**src/rtl/watchdog_reset_req_if.sv**
```systemverilog
`default_nettype none
// ============================================================================
// Module      : watchdog_reset_req_if
// Description : Control/status bundle between software registers and the
//               keyed reset-request watchdog.
// Revision    : 1.0 - initial release
// ============================================================================
interface watchdog_reset_req_if #(
    parameter int unsigned CNT_W = 24
);
    logic             enable;
    logic             load;
    logic [CNT_W-1:0] load_val;
    logic             kick;
    logic [7:0]       kick_key;
    logic             fired_clr;
    logic             reset_req;
    logic             warn;
    logic             fired;
    logic [3:0]       fire_count;
    logic [CNT_W-1:0] count;

    modport master (
        output enable, load, load_val, kick, kick_key, fired_clr,
        input  reset_req, warn, fired, fire_count, count
    );

    modport slave (
        input  enable, load, load_val, kick, kick_key, fired_clr,
        output reset_req, warn, fired, fire_count, count
    );
endinterface
`default_nettype wire

```
**src/rtl/watchdog_reset_req.sv**
```systemverilog
`default_nettype none
// ============================================================================
// Module      : watchdog_reset_req
// Description : Keyed watchdog that pulses a reset request into the system
//               reset controller when software stops servicing it.
// Revision    : 1.0 - initial release
// ============================================================================
module watchdog_reset_req #(
    parameter int unsigned      CNT_W           = 24,
    parameter logic [CNT_W-1:0] DEFAULT_TIMEOUT = 24'd1000000,
    parameter int unsigned      PULSE_LEN       = 16,
    parameter logic [7:0]       KICK_KEY        = 8'hA5,
    parameter bit               LOCK_EN         = 1'b1
) (
    input  wire logic            clk_in,
    input  wire logic            reset_in,
    watchdog_reset_req_if.slave  bus
);

    typedef enum logic [1:0] {
        ST_DISABLED = 2'd0,
        ST_RUNNING  = 2'd1,
        ST_FIRE     = 2'd2
    } state_t;

    localparam logic [7:0]       c_PULSE_LEN = 8'(PULSE_LEN);
    localparam logic [CNT_W-1:0] c_ONE       = CNT_W'(1);

    state_t           r_state,      w_state_nxt;
    logic [CNT_W-1:0] r_reload,     w_reload_nxt;
    logic [CNT_W-1:0] r_count,      w_count_nxt;
    logic             r_reset_req,  w_reset_req_nxt;
    logic             r_warn,       w_warn_nxt;
    logic             r_fired,      w_fired_nxt;
    logic [3:0]       r_fire_count, w_fire_count_nxt;
    logic [7:0]       r_pulse_cnt,  w_pulse_cnt_nxt;
    logic             w_fire;
    logic             w_kick_ok;

    assign w_kick_ok = bus.kick && (bus.kick_key == KICK_KEY);

    always_ff @(posedge clk_in or posedge reset_in) begin
        if (reset_in) begin
            r_state      <= ST_DISABLED;
            r_reload     <= DEFAULT_TIMEOUT;
            r_count      <= DEFAULT_TIMEOUT;
            r_reset_req  <= 1'b0;
            r_warn       <= 1'b0;
            r_fired      <= 1'b0;
            r_fire_count <= 4'd0;
            r_pulse_cnt  <= 8'd0;
        end else begin
            r_state      <= w_state_nxt;
            r_reload     <= w_reload_nxt;
            r_count      <= w_count_nxt;
            r_reset_req  <= w_reset_req_nxt;
            r_warn       <= w_warn_nxt;
            r_fired      <= w_fired_nxt;
            r_fire_count <= w_fire_count_nxt;
            r_pulse_cnt  <= w_pulse_cnt_nxt;
        end
    end

    always_comb begin
        w_state_nxt      = r_state;
        w_reload_nxt     = r_reload;
        w_count_nxt      = r_count;
        w_reset_req_nxt  = r_reset_req;
        w_warn_nxt       = 1'b0;
        w_fired_nxt      = r_fired;
        w_fire_count_nxt = r_fire_count;
        w_pulse_cnt_nxt  = r_pulse_cnt;
        w_fire           = 1'b0;

        // A fire entry below overrides this clear.
        if (bus.fired_clr) begin
            w_fired_nxt = 1'b0;
        end

        case (r_state)
            ST_DISABLED: begin
                if (bus.load) begin
                    w_reload_nxt = (bus.load_val == '0) ? c_ONE : bus.load_val;
                end
                w_count_nxt = w_reload_nxt;
                if (bus.enable) begin
                    w_state_nxt = ST_RUNNING;
                end
            end
            ST_RUNNING: begin
                if (!LOCK_EN && !bus.enable) begin
                    w_state_nxt = ST_DISABLED;
                    w_count_nxt = r_reload;
                end else if (w_kick_ok) begin
                    w_count_nxt = r_reload;
                end else if (bus.kick) begin
                    w_fire = 1'b1;
                end else if (r_count == '0) begin
                    w_fire = 1'b1;
                end else begin
                    w_count_nxt = r_count - c_ONE;
                    w_warn_nxt  = (r_count < (r_reload >> 1));
                end
            end
            ST_FIRE: begin
                if (r_pulse_cnt >= c_PULSE_LEN) begin
                    w_state_nxt     = ST_DISABLED;
                    w_reset_req_nxt = 1'b0;
                    w_count_nxt     = r_reload;
                    w_pulse_cnt_nxt = 8'd0;
                end else begin
                    w_pulse_cnt_nxt = r_pulse_cnt + 8'd1;
                end
            end
            default: begin
                w_state_nxt     = ST_DISABLED;
                w_reset_req_nxt = 1'b0;
            end
        endcase

        if (w_fire) begin
            w_state_nxt      = ST_FIRE;
            w_reset_req_nxt  = 1'b1;
            w_fired_nxt      = 1'b1;
            w_pulse_cnt_nxt  = 8'd1;
            w_fire_count_nxt = (r_fire_count == 4'd15) ? 4'd15 : r_fire_count + 4'd1;
        end
    end

    assign bus.reset_req  = r_reset_req;
    assign bus.warn       = r_warn;
    assign bus.fired      = r_fired;
    assign bus.fire_count = r_fire_count;
    assign bus.count      = r_count;

endmodule
`default_nettype wire

```
**src/flat_wrapper.sv**
```systemverilog
// flat-port wrapper written by rule: the top's interface ports become plain ports
module watchdog_reset_req_flat 
#(
    parameter int unsigned      CNT_W           = 24,
    parameter logic [CNT_W-1:0] DEFAULT_TIMEOUT = 24'd1000000,
    parameter int unsigned      PULSE_LEN       = 16,
    parameter logic [7:0]       KICK_KEY        = 8'hA5,
    parameter bit               LOCK_EN         = 1'b1
)
  (clk_in, reset_in, bus_enable, bus_load, bus_load_val, bus_kick, bus_kick_key, bus_fired_clr, bus_reset_req, bus_warn, bus_fired, bus_fire_count, bus_count);
  watchdog_reset_req_if #(.CNT_W(CNT_W)) bus_i ();
  input  wire logic clk_in;
  input  wire logic reset_in;
  input wire logic [$bits(bus_i.enable)-1:0] bus_enable;
  input wire logic [$bits(bus_i.load)-1:0] bus_load;
  input wire logic [$bits(bus_i.load_val)-1:0] bus_load_val;
  input wire logic [$bits(bus_i.kick)-1:0] bus_kick;
  input wire logic [$bits(bus_i.kick_key)-1:0] bus_kick_key;
  input wire logic [$bits(bus_i.fired_clr)-1:0] bus_fired_clr;
  output wire logic [$bits(bus_i.reset_req)-1:0] bus_reset_req;
  output wire logic [$bits(bus_i.warn)-1:0] bus_warn;
  output wire logic [$bits(bus_i.fired)-1:0] bus_fired;
  output wire logic [$bits(bus_i.fire_count)-1:0] bus_fire_count;
  output wire logic [$bits(bus_i.count)-1:0] bus_count;
  assign bus_i.enable = bus_enable;
  assign bus_i.load = bus_load;
  assign bus_i.load_val = bus_load_val;
  assign bus_i.kick = bus_kick;
  assign bus_i.kick_key = bus_kick_key;
  assign bus_i.fired_clr = bus_fired_clr;
  assign bus_reset_req = bus_i.reset_req;
  assign bus_warn = bus_i.warn;
  assign bus_fired = bus_i.fired;
  assign bus_fire_count = bus_i.fire_count;
  assign bus_count = bus_i.count;
  watchdog_reset_req #(.CNT_W(CNT_W), .DEFAULT_TIMEOUT(DEFAULT_TIMEOUT), .PULSE_LEN(PULSE_LEN), .KICK_KEY(KICK_KEY), .LOCK_EN(LOCK_EN)) u_core (.clk_in(clk_in), .reset_in(reset_in), .bus(bus_i));
endmodule
```
**config.mk**
```make
export PLATFORM = sky130hd
export DESIGN_NAME = watchdog_reset_req_flat
export DESIGN_NICKNAME = d
export VERILOG_FILES = /design/src/rtl/watchdog_reset_req_if.sv /design/src/rtl/watchdog_reset_req.sv /design/src/flat_wrapper.sv
export SDC_FILE = /design/constraint.sdc
export NUM_CORES = 1
export LEC_CHECK = 0
export ABC_AREA = 1
export CAP_MARGIN = 20
export CORE_MARGIN = 2
export CORE_UTILIZATION = 55
export CTS_CLUSTER_DIAMETER = 50
export CTS_CLUSTER_SIZE = 8
export DETAILED_ROUTE_END_ITERATION = 7
export GPL_ROUTABILITY_DRIVEN = 0
export PLACE_DENSITY = 0.8
export SLEW_MARGIN = 15
export SYNTH_ARGS = -nofsm -noshare
export SYNTH_HDL_FRONTEND = slang
export SYNTH_SLANG_ARGS = --single-unit
```
**constraint.sdc**
```tcl
create_clock -name clk_in -period 2.6 [get_ports clk_in]
set_input_delay 0.78 -clock clk_in [delete_from_list [all_inputs] [get_ports clk_in]]
set_output_delay 0.78 -clock clk_in [all_outputs]
set_load 0.02 [all_outputs]
```
Word level (Yosys, flattened, before mapping):

Index checks and enable logic that the tools add are counted.

* add/subtract/negate cells: 3
* multipliers: 0
* div/mod/pow operators: 0
* $lt $le $gt $ge: 2
* equality and inequality tests: 11
* shifts and indexed selects: 0
* multiplexer cells: 28
* bitwise logic cells: 0
* reductions and logical operators: 11

Operators with widths (number)
* $mux W24: 6
* $pmux W24 S3: 1
* $logic_not A24 Y1: 2
* $lt A24 B23 Y1: 1
* $mux W8: 3
* $sub A24 B1 Y24 const B: 1
* $mux W1: 12
* $ne A3 B2 Y1 const B: 3
* $add A8 B1 Y8 const B: 1
* $eq A8 B8 Y1 const B: 1
* $ge A8 B5 Y1 const B: 1
* $mux W2: 3
* $ne A2 B1 Y1 const B: 3
* $pmux W2 S3: 1
* $add A4 B1 Y4 const B: 1
* $eq A4 B4 Y1 const B: 1
* $mux W4: 1
* $reduce_and A4 Y1: 1
* $reduce_bool A2 Y1: 2
* $ne A3 B1 Y1 const B: 1
* $reduce_and A3 Y1: 1
* $reduce_bool A3 Y1: 1
* $eq A2 B1 Y1 const B: 1
* $eq A2 B2 Y1 const B: 1
* other kinds (5): 5

* bits in registers: 65
* bits in latches: 0
* RAM bits: 0
* ROM bits: 0
* bits of input ports: 38
* output and inout bits: 31
* logic and storage cells: 63
* memories: 0

Longest topological paths before layout:

* depth in word-level cells: 7
* mapped depth: 12
* depth with buffers taken out: 12

Worst setup path before layout:

No wires, ideal clock.

* kind: input port to flip-flop
* from: input port bus_kick_key[4]
* to: register u_core.r_count[11] (netlist: u_core.bus.count[11])
* setup time: 117 ps
* data arrival time: 1773 ps
* required time: 2483 ps
* setup slack: 710 ps
* cell stages on the path: 12
* path buffers: 2
* cells stage by stage: inv_1 nand2_1 nor2_1 nand3_1 nand2_1 inv_2 nand2_4 nand2_4 buf_8 buf_8 nand2_1 nand2_1

* word-level cells in the longest chain between the ends: 4
* elaborated cells between the ends (all ways): 7
* classes of those cells: eq/ne: 3; mux: 2; reduce/logical: 2

RTL lines
* start, declared: RTL line flat_wrapper.sv:18 `input wire logic [$bits(bus_i.kick_key)-1:0] bus_kick_key;`
* $eq A8 B8 Y1 *: RTL line watchdog_reset_req.sv:40 `assign w_kick_ok = bus.kick && (bus.kick_key == KICK_KEY);`
* $logic_and A1 B1 Y1 *: RTL line watchdog_reset_req.sv:40
* $ne A3 B2 Y1 (no line) or $mux W24 (tied branches)
* $reduce_and A4 Y1 (no line) or $pmux W24 S3 (tied branches)
* end signal, assigned: RTL line watchdog_reset_req.sv:55 `r_count <= w_count_nxt;`
* end, declared: RTL line watchdog_reset_req.sv:31 `logic [CNT_W-1:0] r_count, w_count_nxt;`

Mark *: on every way between the ends. The rest lies on a longest branch, timed or not.
A chain may end at the register's enable or synchronous reset.

Worst setup path after layout:

* from: register u_core.r_count[14] (netlist: u_core.bus.count[14])
* to: output port bus_count[14]

RTL lines
* end, declared: RTL line flat_wrapper.sv:24 `output wire logic [$bits(bus_i.count)-1:0] bus_count;`

No word-level cell between the ends.

==> metrics <==
status=finished clean; post-layout minimum cycle time=2.40 ns; Tcrit/Tclk final=0.924; TNS Setup=0 ns; Yosys cell types=31; Async SR Flop Fraction=1.00; RSZ-0062 raised after global routing=no; Critical Path Sink=bus_count[14]; count leader, synth=nand2_1; share of post-route cells with drive strength above 1=0.0730; post-synth top area share=0.263; CTS tree=done; FP Rows=34; Iter 0 DRT Violations=572; Longest Clk Path Bufs=2; R2R Setup Slk=0.60 ns; Mapped Nets=805; Seq cells post-synth=65; Core Region=8640 sq um; worst r2r dst=u_core.bus.count[7]; synthesized area=4850 sq um; total grt overflow=0; port buffer count=68; sequential cell area=1640 sq um; fin util=0.684; Crit. path cell count=1; Die Area=9590 sq um; final antenna-violating net count=0; Total Routing Usage GR=0.302; Final Hold Vio Count=0; slowest CP cell=dfstp_2; Leak=2.85 nW; CTS Root Cell=clkbuf_8; die width=97.9 um; worst hold slack=0.501 ns; Relative slew margins=0.565; critical path launch point=u_core.bus.count[14]; synth cell count leaders=nand2_1, nor2_1, o21ai_0; dpl hpwl=10400 um; Via density=5.69; fillcell total=770; Main synth FF type=dfrtp_1; Final Slew Violations=0; WP buf/inv=1; Area Growth Syn to Fin=21.7%; Final setup viols=0; Inserted Clock Buffers=9; syn avg cell area=6.59 sq um; Mapped Cells=736; Crit Reg-Reg Startpoint=u_core.r_state[0]; clk_lat worst skew=0.36 ns; Multi-input gate area=2800 sq um; Area contributors post-synth=dfrtp_1, nand2_1, o21ai_0; clk slew on worst S/H paths=0.08 ns; die height=97.9 um; largest net degree at the start of global routing=66; DR vias=5210; Starting Density=0.562; Layout Nets=872; io pins=69; R2R depth=11; first-pass GRT wire length=23500 um; Hold Crit Class=register to register; CTS sink cnt=65; Crit Path Category=register to primary output; # DRC=0; hold buffer count at CTS=0; max incr delay on CP=0.63 ns; H-tree levels=3; sequential share of the synthesized area=0.339; MaxCap Viol Count=0; worst slew pin tran=0.651 ns; Max Fclk=416 MHz; Critical Path Sink Type=primary output; peak supply drop=0.593 mV; Routed WL=14200 um; cell family with the largest share of critical-path delay=flip-flops; top cell type by total area after synthesis=dfrtp_1; Crit path arrival time=1.62 ns; setup bufs post-CTS=0; CP Data Required Time=1.82 ns; DR WL/cell=15.5 um; Power Density=1360 nW/um^2; yosys warns=0; clock skew=0.0159 ns; initial antenna violation count=0; CP Max Fanout=6; critical path startpoint category=register; Post-synth EDFFs=0; vias in the first global route=4871; number of diodes=0; DRT Pass-1 Iters=5; cells along the critical path=clkdlybuf4s50_1; CTS resizes=0
==> where the power goes <==
part | switching, mW | internal, mW | total (mW) | leakage [nW]
combinational | 3.03 | 1.79 | 4.82 | 1.94
sequential | 0.586 | 1.55 | 2.14 | 0.792
clock | 0.431 | 0.666 | 1.10 | 0.119
total | 4.05 | 4.01 | 8.05 | 2.85
==> per-stage QoR <==
step | cells | cell area, sq um | setup slack (ns) | total power [mW]
after global routing | 916 | 5910 | 0.174 | 8.74
after global placement | 900 | 5660 | 0.169 | 6.63
after detailed placement | 900 | 5660 | 0.0621 | 6.83
after CTS | 916 | 5910 | 0.198 | 7.96
after floorplan | 736 | 4850 | 0.217 | 5.32
final | 916 | 5910 | 0.197 | 8.05
==> registers in the layout (all words and copies together) (netlist names) <==
signal / flops
u_core.bus.fired: 1
u_core.r_state: 2
u_core.r_pulse_cnt: 8
u_core.bus.count: 24
u_core.r_reload: 24
u_core.bus.warn: 1
u_core.bus.reset_req: 1
u_core.bus.fire_count: 4
==> cell type report <==
| cell class | count | share of cell area |
|---|---|---|
| clock inverters | 6 | 0.0193 |
| multi-input cells | 572 | 0.475 |
| inverters | 76 | 0.0483 |
| well taps | 108 | 0.0229 |
| repair buffers | 79 | 0.133 |
| flip-flops and latches | 65 | 0.278 |
| clock buffers | 10 | 0.0233 |
==> cell usage in the layout (no fill, tap or decap), types with 4 or more instances in the layout <==
| cell | synthesis | layout |
|---|---|---|
| a21oi_1 | 34 | 34 |
| buf_4 | 2 | 9 |
| clkbuf_8 | 0 | 10 |
| clkdlybuf4s50_1 | 0 | 68 |
| dfrtp_1 | 51 | 51 |
| dfstp_2 | 14 | 14 |
| ha_1 | 31 | 31 |
| inv_1 | 75 | 74 |
| nand2_1 | 232 | 232 |
| nand3_1 | 39 | 39 |
| nand4_1 | 10 | 10 |
| nor2_1 | 92 | 92 |
| nor2_2 | 4 | 4 |
| nor3_1 | 5 | 5 |
| o211ai_1 | 4 | 4 |
| o21ai_0 | 91 | 91 |
| or2_2 | 6 | 6 |
| xnor2_1 | 4 | 4 |
| xor2_1 | 5 | 5 |
==> cell families (layout without fill, tap and decap cells) <==
group / after synthesis / in the layout / share of synthesized area
buf+inv: 99 / 171 / 0.0835
compound gates: 136 / 136 / 0.145
fa+ha+maj: 31 / 31 / 0.0799
xor+xnor: 9 / 9 / 0.0162
simple gates: 396 / 396 / 0.336
flops: 65 / 65 / 0.339
==> per-layer routing <==
layer  vias up  share of wire  track usage
li1       2495              -            -
met1      2383           0.43        0.431
met2       296           0.44        0.458
met3        36          0.096       0.0523
met4         0          0.027        0.125
met5         -              0            0
==> worst min path at each step <==
stage / cells past startpoint / end / startpoint
after global placement: 2 / u_core.bus.reset_req / u_core.bus.reset_req
final: 2 / u_core.r_pulse_cnt[5] / u_core.r_pulse_cnt[5]
after detailed placement: 2 / u_core.r_pulse_cnt[7] / u_core.r_pulse_cnt[7]
after floorplan: 2 / u_core.r_pulse_cnt[5] / u_core.r_pulse_cnt[5]
after global routing: 2 / u_core.r_pulse_cnt[6] / u_core.r_pulse_cnt[6]
after CTS: 2 / u_core.r_pulse_cnt[7] / u_core.r_pulse_cnt[7]
Power figures use the tool's default switching activity.
